### config.mk
export PLATFORM = sky130hd
export DESIGN_NAME = cpu_run_ctrl
export DESIGN_NICKNAME = d
export VERILOG_FILES = /design/src/rtl/cpu_ctrl_pkg.sv /design/src/rtl/btn_debounce.sv /design/src/rtl/cpu_run_ctrl.sv
export SDC_FILE = /design/constraint.sdc
export NUM_CORES = 1
export LEC_CHECK = 0
export CAP_MARGIN = 40
export CORE_ASPECT_RATIO = 0.75
export CORE_MARGIN = 5
export CORE_UTILIZATION = 46
export CTS_CLUSTER_DIAMETER = 60
export DETAILED_ROUTE_END_ITERATION = 10
export PLACE_DENSITY = 0.74
export SLEW_MARGIN = 25
export SYNTH_ARGS = -nofsm -noshare
export SYNTH_HDL_FRONTEND = slang
export SYNTH_SLANG_ARGS = --single-unit
### constraint.sdc
create_clock -name Clkin -period 1.6 [get_ports Clkin]
set_input_delay 0.32 -clock Clkin [delete_from_list [all_inputs] [get_ports Clkin]]
set_output_delay 0.32 -clock Clkin [all_outputs]
set_load 0.01 [all_outputs]
### src/rtl/cpu_ctrl_pkg.sv
// Shared definitions for the CPU run/step controller: state encodings and
// the width of the Mode output.
package cpu_ctrl_pkg;

  localparam int MODE_W = 2;

  typedef enum logic [MODE_W-1:0] {
    ST_IDLE = 2'b00,
    ST_RUN  = 2'b01,
    ST_STEP = 2'b10,
    ST_HALT = 2'b11
  } cpu_state_e;

endpackage

### src/rtl/btn_debounce.sv
// Synchronizes a raw board input, debounces it against the divider Tick and
// produces a one-cycle pulse on each rising edge of the debounced value.
module btn_debounce #(
  parameter int DebounceTicks = 4
) (
  input  logic Clkin,
  input  logic Rst,
  input  logic i_Tick,
  input  logic i_Raw,
  output logic o_Db,
  output logic o_Rise
);

  // The counter never needs to hold more than DebounceTicks-1.
  localparam int CNT_W = (DebounceTicks < 2) ? 1 : $clog2(DebounceTicks);
  localparam logic [CNT_W-1:0] CNT_LAST = CNT_W'(DebounceTicks - 1);

  logic             r_sync1;
  logic             r_sync2;
  logic             r_db;
  logic             r_db_d;
  logic             r_rise;
  logic [CNT_W-1:0] r_cnt;

  // Two-flop synchronizer for the asynchronous raw input.
  always_ff @(posedge Clkin) begin
    if (Rst) begin
      r_sync1 <= 1'b0;
      r_sync2 <= 1'b0;
    end else begin
      r_sync1 <= i_Raw;
      r_sync2 <= r_sync1;
    end
  end

  // Debounce: only Tick cycles count; a matching sample restarts the run.
  always_ff @(posedge Clkin) begin
    if (Rst) begin
      r_db  <= 1'b0;
      r_cnt <= '0;
    end else if (i_Tick) begin
      if (r_sync2 == r_db) begin
        r_cnt <= '0;
      end else if (r_cnt == CNT_LAST) begin
        r_db  <= ~r_db;
        r_cnt <= '0;
      end else begin
        r_cnt <= r_cnt + CNT_W'(1);
      end
    end
  end

  // Registered rising-edge detect, one cycle after the debounced value rises.
  always_ff @(posedge Clkin) begin
    if (Rst) begin
      r_db_d <= 1'b0;
      r_rise <= 1'b0;
    end else begin
      r_db_d <= r_db;
      r_rise <= r_db & ~r_db_d;
    end
  end

  assign o_Db   = r_db;
  assign o_Rise = r_rise;

endmodule

### src/rtl/cpu_run_ctrl.sv
// Run/step controller: gates the divider Tick into a single-cycle CPU
// clock-enable according to the Run switch, Step button and halt requests,
// and counts issued CPU cycles (saturating) for the display.
//
//  state | meaning
//  ------+-------------------------------------------------------------
//  IDLE  | CPU stopped; waiting for Run or a Step press
//  RUN   | free-run, one CpuEn per Tick
//  STEP  | one CpuEn on the next Tick, then back to IDLE
//  HALT  | stopped by HaltReq; Step press with Run off acknowledges
module cpu_run_ctrl
  import cpu_ctrl_pkg::*;
#(
  parameter int DebounceTicks = 4,
  parameter int CycleCntW     = 16
) (
  input  logic                 Clkin,
  input  logic                 Rst,
  input  logic                 i_Tick,
  input  logic                 i_RunSw,
  input  logic                 i_StepBtn,
  input  logic                 i_HaltReq,
  output logic                 o_CpuEn,
  output logic [MODE_W-1:0]    o_Mode,
  output logic                 o_Halted,
  output logic [CycleCntW-1:0] o_CycleCount
);

  localparam logic [MODE_W-1:0] S_IDLE = ST_IDLE;
  localparam logic [MODE_W-1:0] S_RUN  = ST_RUN;
  localparam logic [MODE_W-1:0] S_STEP = ST_STEP;
  localparam logic [MODE_W-1:0] S_HALT = ST_HALT;

  logic                 w_run_db;
  logic                 w_step_pulse;
  logic [MODE_W-1:0]    w_state_nxt;
  logic                 w_cpu_en_nxt;
  logic [MODE_W-1:0]    r_state;
  logic                 r_cpu_en;
  logic                 r_halted;
  logic [CycleCntW-1:0] r_cycle_cnt;

  // Run only needs its level; Step only needs its rising edge.
  btn_debounce #(.DebounceTicks(DebounceTicks)) u_run_db (
    .Clkin  (Clkin),
    .Rst    (Rst),
    .i_Tick (i_Tick),
    .i_Raw  (i_RunSw),
    .o_Db   (w_run_db),
    .o_Rise ()
  );

  btn_debounce #(.DebounceTicks(DebounceTicks)) u_step_db (
    .Clkin  (Clkin),
    .Rst    (Rst),
    .i_Tick (i_Tick),
    .i_Raw  (i_StepBtn),
    .o_Db   (),
    .o_Rise (w_step_pulse)
  );

  // Next-state and enable decode; HaltReq outranks Run-off, which outranks Tick.
  always_comb begin
    w_state_nxt  = r_state;
    w_cpu_en_nxt = 1'b0;
    case (r_state)
      S_IDLE: begin
        if (w_run_db)          w_state_nxt = S_RUN;
        else if (w_step_pulse) w_state_nxt = S_STEP;
      end
      S_RUN: begin
        if (i_HaltReq)      w_state_nxt  = S_HALT;
        else if (!w_run_db) w_state_nxt  = S_IDLE;
        else if (i_Tick)    w_cpu_en_nxt = 1'b1;
      end
      S_STEP: begin
        if (i_HaltReq) begin
          w_state_nxt = S_HALT;
        end else if (i_Tick) begin
          w_cpu_en_nxt = 1'b1;
          w_state_nxt  = S_IDLE;
        end
      end
      S_HALT: begin
        if (w_step_pulse && !w_run_db) w_state_nxt = S_IDLE;
      end
      default: w_state_nxt = S_IDLE;
    endcase
  end

  // State, CPU enable and Halted flag registers.
  always_ff @(posedge Clkin) begin
    if (Rst) begin
      r_state  <= S_IDLE;
      r_cpu_en <= 1'b0;
      r_halted <= 1'b0;
    end else begin
      r_state  <= w_state_nxt;
      r_cpu_en <= w_cpu_en_nxt;
      r_halted <= (w_state_nxt == S_HALT);
    end
  end

  // Saturating count of issued CPU cycles, updated the cycle after CpuEn.
  always_ff @(posedge Clkin) begin
    if (Rst) begin
      r_cycle_cnt <= '0;
    end else if (r_cpu_en && (r_cycle_cnt != '1)) begin
      r_cycle_cnt <= r_cycle_cnt + CycleCntW'(1);
    end
  end

  assign o_CpuEn      = r_cpu_en;
  assign o_Mode       = r_state;
  assign o_Halted     = r_halted;
  assign o_CycleCount = r_cycle_cnt;

endmodule

==> results.rst, run 1 <==
.. list-table::
   :header-rows: 1

   * - Metric
     - Value
   * - Core outline area
     - 0.00322 mm2
   * - Worst EP required
     - 1.28 ns
   * - Post-synthesis cell type with the largest combined area
     - dfxtp_1
   * - Dominant register cell in the synthesized netlist
     - dfxtp_1
   * - Maxcap violations
     - 0
   * - Initial antenna violation count
     - 0
   * - Fraction of final layout cells with drive strength greater than 1
     - 24.7%
   * - Most common library cells after synthesis
     - 32 x dfxtp_1, 20 x nor2_1, 15 x nand2_1
   * - Maximum clock frequency
     - 0.637 GHz
   * - FF+latch count, synth
     - 32
   * - Run status
     - completed
   * - Number of nets in the synthesized netlist
     - 183
   * - Crit path max-delay family
     - buffers and inverters
   * - Worst Setup Path Type
     - reg -> out
   * - Transition time at the pin with the least slew margin
     - 0.306 ns
   * - Gate count of the mapped netlist
     - 170
   * - Largest net degree at the start of global routing
     - 18
   * - Distinct cells, synth
     - 37
   * - Setup WS pre-CTS
     - -0.0769 ns
   * - Root buf cell
     - clkbuf_8
   * - Area of all placed cells without fillers
     - 0.00206 mm2
   * - Cells along the critical path
     - clkdlybuf4s50_1
   * - Hold Crit Class
     - reg -> reg
   * - # H-tree levels
     - 2
   * - Syn Area/Cell
     - ~8.9 um2
   * - Clock sinks
     - 32
   * - Final slew viol count
     - 0
   * - Slowest stage cell on the critical path
     - clkdlybuf4s50_1
   * - Async set-reset flop share out of synthesis
     - 0%
   * - Total leakage power
     - 0.845 nW
   * - TritonCTS clock tree
     - built
   * - Clock latency of the later-clocked register in the worst-skew pair
     - 0.29 ns
   * - Leading post-synthesis cells by cell area
     - dfxtp_1 42%, ha_1 5.8%, nor2_1 5.0%
   * - Minimum setup slack in the final design
     - ~0.031 ns
   * - Total iterations of the first detailed-routing run
     - 4
   * - Number of placement rows
     - 18
   * - Clock tree buffer depth
     - 2
   * - Final total power
     - 1.50 mW
   * - CTS Buf Count
     - 5
   * - Routed wire length per instance
     - 13.5 um
   * - Most repeated cell in the gate-level netlist after synthesis
     - dfxtp_1
   * - Setup crit start kind
     - flop
   * - Post-detail-place hpwl
     - 2600 um
   * - Power density normalized to cell area
     - 727 mW/mm2
   * - Clk pin slew, worst setup/hold paths
     - 0.07 ns
   * - Post-CTS setup buffer count
     - 0
   * - Vias/cell
     - 5.38
   * - Global-route wire length before repair
     - 6170 um
   * - Netlist Area Pre-Place
     - around 0.0015 mm2
   * - DR vias
     - 1372
   * - Worst EP arrival
     - approximately 1.3 ns
   * - Number of setup violations in the final report
     - 0
   * - Cell area after placement
     - 0.00194 mm2
   * - Remaining global-route overflow
     - 0
   * - Worst clock skew
     - 0.00456 ns
   * - Sum of negative setup slack
     - 0 ns
   * - Die H
     - 59.6 um
   * - Peak supply drop
     - 0.527 mV
   * - Die X
     - about 76 um
   * - Port Buf Inserts
     - 25
   * - EDFF count, synth
     - 0
   * - Warning count from the yosys run
     - 0
   * - Relative max-transition margin
     - between 70% and 80%
   * - Number of failing hold endpoints at the final stage
     - 0
   * - Last weighted congestion value of the routability-driven placer
     - 0.787
   * - Final-layout worst hold slack
     - 0.399 ns
   * - Number of placed instances with taps included
     - 247
   * - First DRT Iteration DRCs
     - between 40 and 50
   * - Clock period minus worst slack
     - 1.57 ns
   * - Die Footprint
     - 0.00454 mm2
   * - Critical Path Sink Type
     - output port
   * - Via count of the first global-routing pass
     - about 1400
   * - Maximum cell stage delay along the critical path
     - 0.57 ns
   * - Total inserted antenna cells
     - 0
   * - Post-route non-filler standard cell count
     - 255
   * - Worst-path maximum fanout
     - 5
   * - Final cycle utilization of the critical path
     - 98.0%
   * - Antenna viol nets, final
     - 0
   * - Buffers and inverters on the worst path
     - 1
   * - Layout Utilization
     - 63.9%
   * - DR DRC count
     - 0
   * - Post-synthesis to final-layout area growth
     - 36.4%
   * - I/O pins
     - 26
   * - Post-Route WL
     - 3440 um
   * - Sequential share of the synthesized area
     - 42.4%
   * - Initial cell density of the core
     - 46.9%
   * - Final #Nets
     - ~230
   * - Top cell type's share of synthesized area
     - 42.4%
   * - Setup repair after global routing missed its margin
     - yes
   * - Overall Global Routing Usage
     - 17.1%
metal layers:
metal	vias up	share of wire, %	track usage [%]
met4	0	1.2	5.74
met5	-	0	0
li1	687	-	-
met2	21	51	30.7
met3	6	5.0	6.84
met1	658	43	18.7
flip-flops by register name (all words and copies together), names as in the netlist:
register           flops
o_CpuEn                1
u_run_db.r_sync2       1
u_step_db.r_sync1      1
o_CycleCount          16
u_step_db.r_db_d       1
u_run_db.o_Db          1
u_step_db.o_Rise       1
u_run_db.r_sync1       1
u_run_db.r_cnt         2
u_step_db.r_cnt        2
u_step_db.r_sync2      1
u_step_db.o_Db         1
o_Mode                 2
o_Halted               1
cell usage in the layout (no fill, tap or decap), types with 9 or more instances in the layout:
master,n
nor2b_1,9
nand3_1,9
clkdlybuf4s50_1,14
nand2_1,15
nor2_1,20
dlygate4sd2_1,11
dfxtp_1,17
buf_4,16
a21oi_1,12
dfxtp_2,14
where the power goes:
group / total [mW] / switching (mW) / leakage (nW) / internal [mW]
clock network: 0.644 / 0.301 / 0.0510 / 0.343
registers: 0.803 / 0.00307 / 0.267 / 0.800
logic: 0.0494 / 0.0242 / 0.527 / 0.0252
total: 1.50 / 0.328 / 0.845 / 1.17
cell families (layout without fill, tap and decap cells):
group / after synthesis / after routing / synth area share [%]
AOI/OAI and AO/OA: 27 / 27 / 11.2
xor gates and xnor gates: 9 / 9 / 5.22
adders and majority gates: 7 / 7 / 5.80
buffers and inverters: 10 / 55 / 2.73
DFF: 32 / 32 / 42.4
muxes: 3 / 3 / 1.99
and+or+nand+nor: 82 / 82 / 30.7
final timing paths:
kind / cells after the start / slack (ns) / startpoint / end
min reg2reg: 1 / 0.40 / u_step_db.r_db_d / u_step_db.o_Rise
max reg2reg: 6 / 0.09 / o_CycleCount[1] / o_CycleCount[3]
max: 1 / 0.03 / o_CycleCount[15] / o_CycleCount[15]
min: 1 / 0.40 / u_step_db.r_db_d / u_step_db.o_Rise
repair_timing:
action,CTS,global route
endpoints found under the hold margin,0,0
resized for setup,20,9
gates cloned,0,0
hold buffers,0,0
endpoints found under the setup margin,18,13
pin swaps,0,4
final cells by class:
class                      instances  area (um2)
fill                             279        1160
tap                               40        50.0
multi-input combinational        128         860
sequential                        32         662
timing repair buffer              42         377
clock inverter                     2        10.0
inverter                           5        18.8
clock buffer                       6        82.6
Note: power is estimated with default switching activity, not from simulation.
==> run 2, diff against run 1 <==
--- a/config.mk
+++ b/config.mk
@@ -11,6 +11,7 @@
 export CORE_UTILIZATION = 46
 export CTS_CLUSTER_DIAMETER = 60
 export DETAILED_ROUTE_END_ITERATION = 10
+export GPL_ROUTABILITY_DRIVEN = 1
 export PLACE_DENSITY = 0.74
 export SLEW_MARGIN = 25
 export SYNTH_ARGS = -nofsm -noshare
==> results of run 2 <==
Final layout, timing and power as in run 1 (identical DEF).
==> run 3, diff against run 2 <==
--- a/config.mk
+++ b/config.mk
@@ -13,7 +13,6 @@
 export DETAILED_ROUTE_END_ITERATION = 10
 export GPL_ROUTABILITY_DRIVEN = 1
 export PLACE_DENSITY = 0.74
-export SLEW_MARGIN = 25
 export SYNTH_ARGS = -nofsm -noshare
 export SYNTH_HDL_FRONTEND = slang
 export SYNTH_SLANG_ARGS = --single-unit
==> results of run 3 <==
Final layout, timing and power as in run 1 (identical DEF).
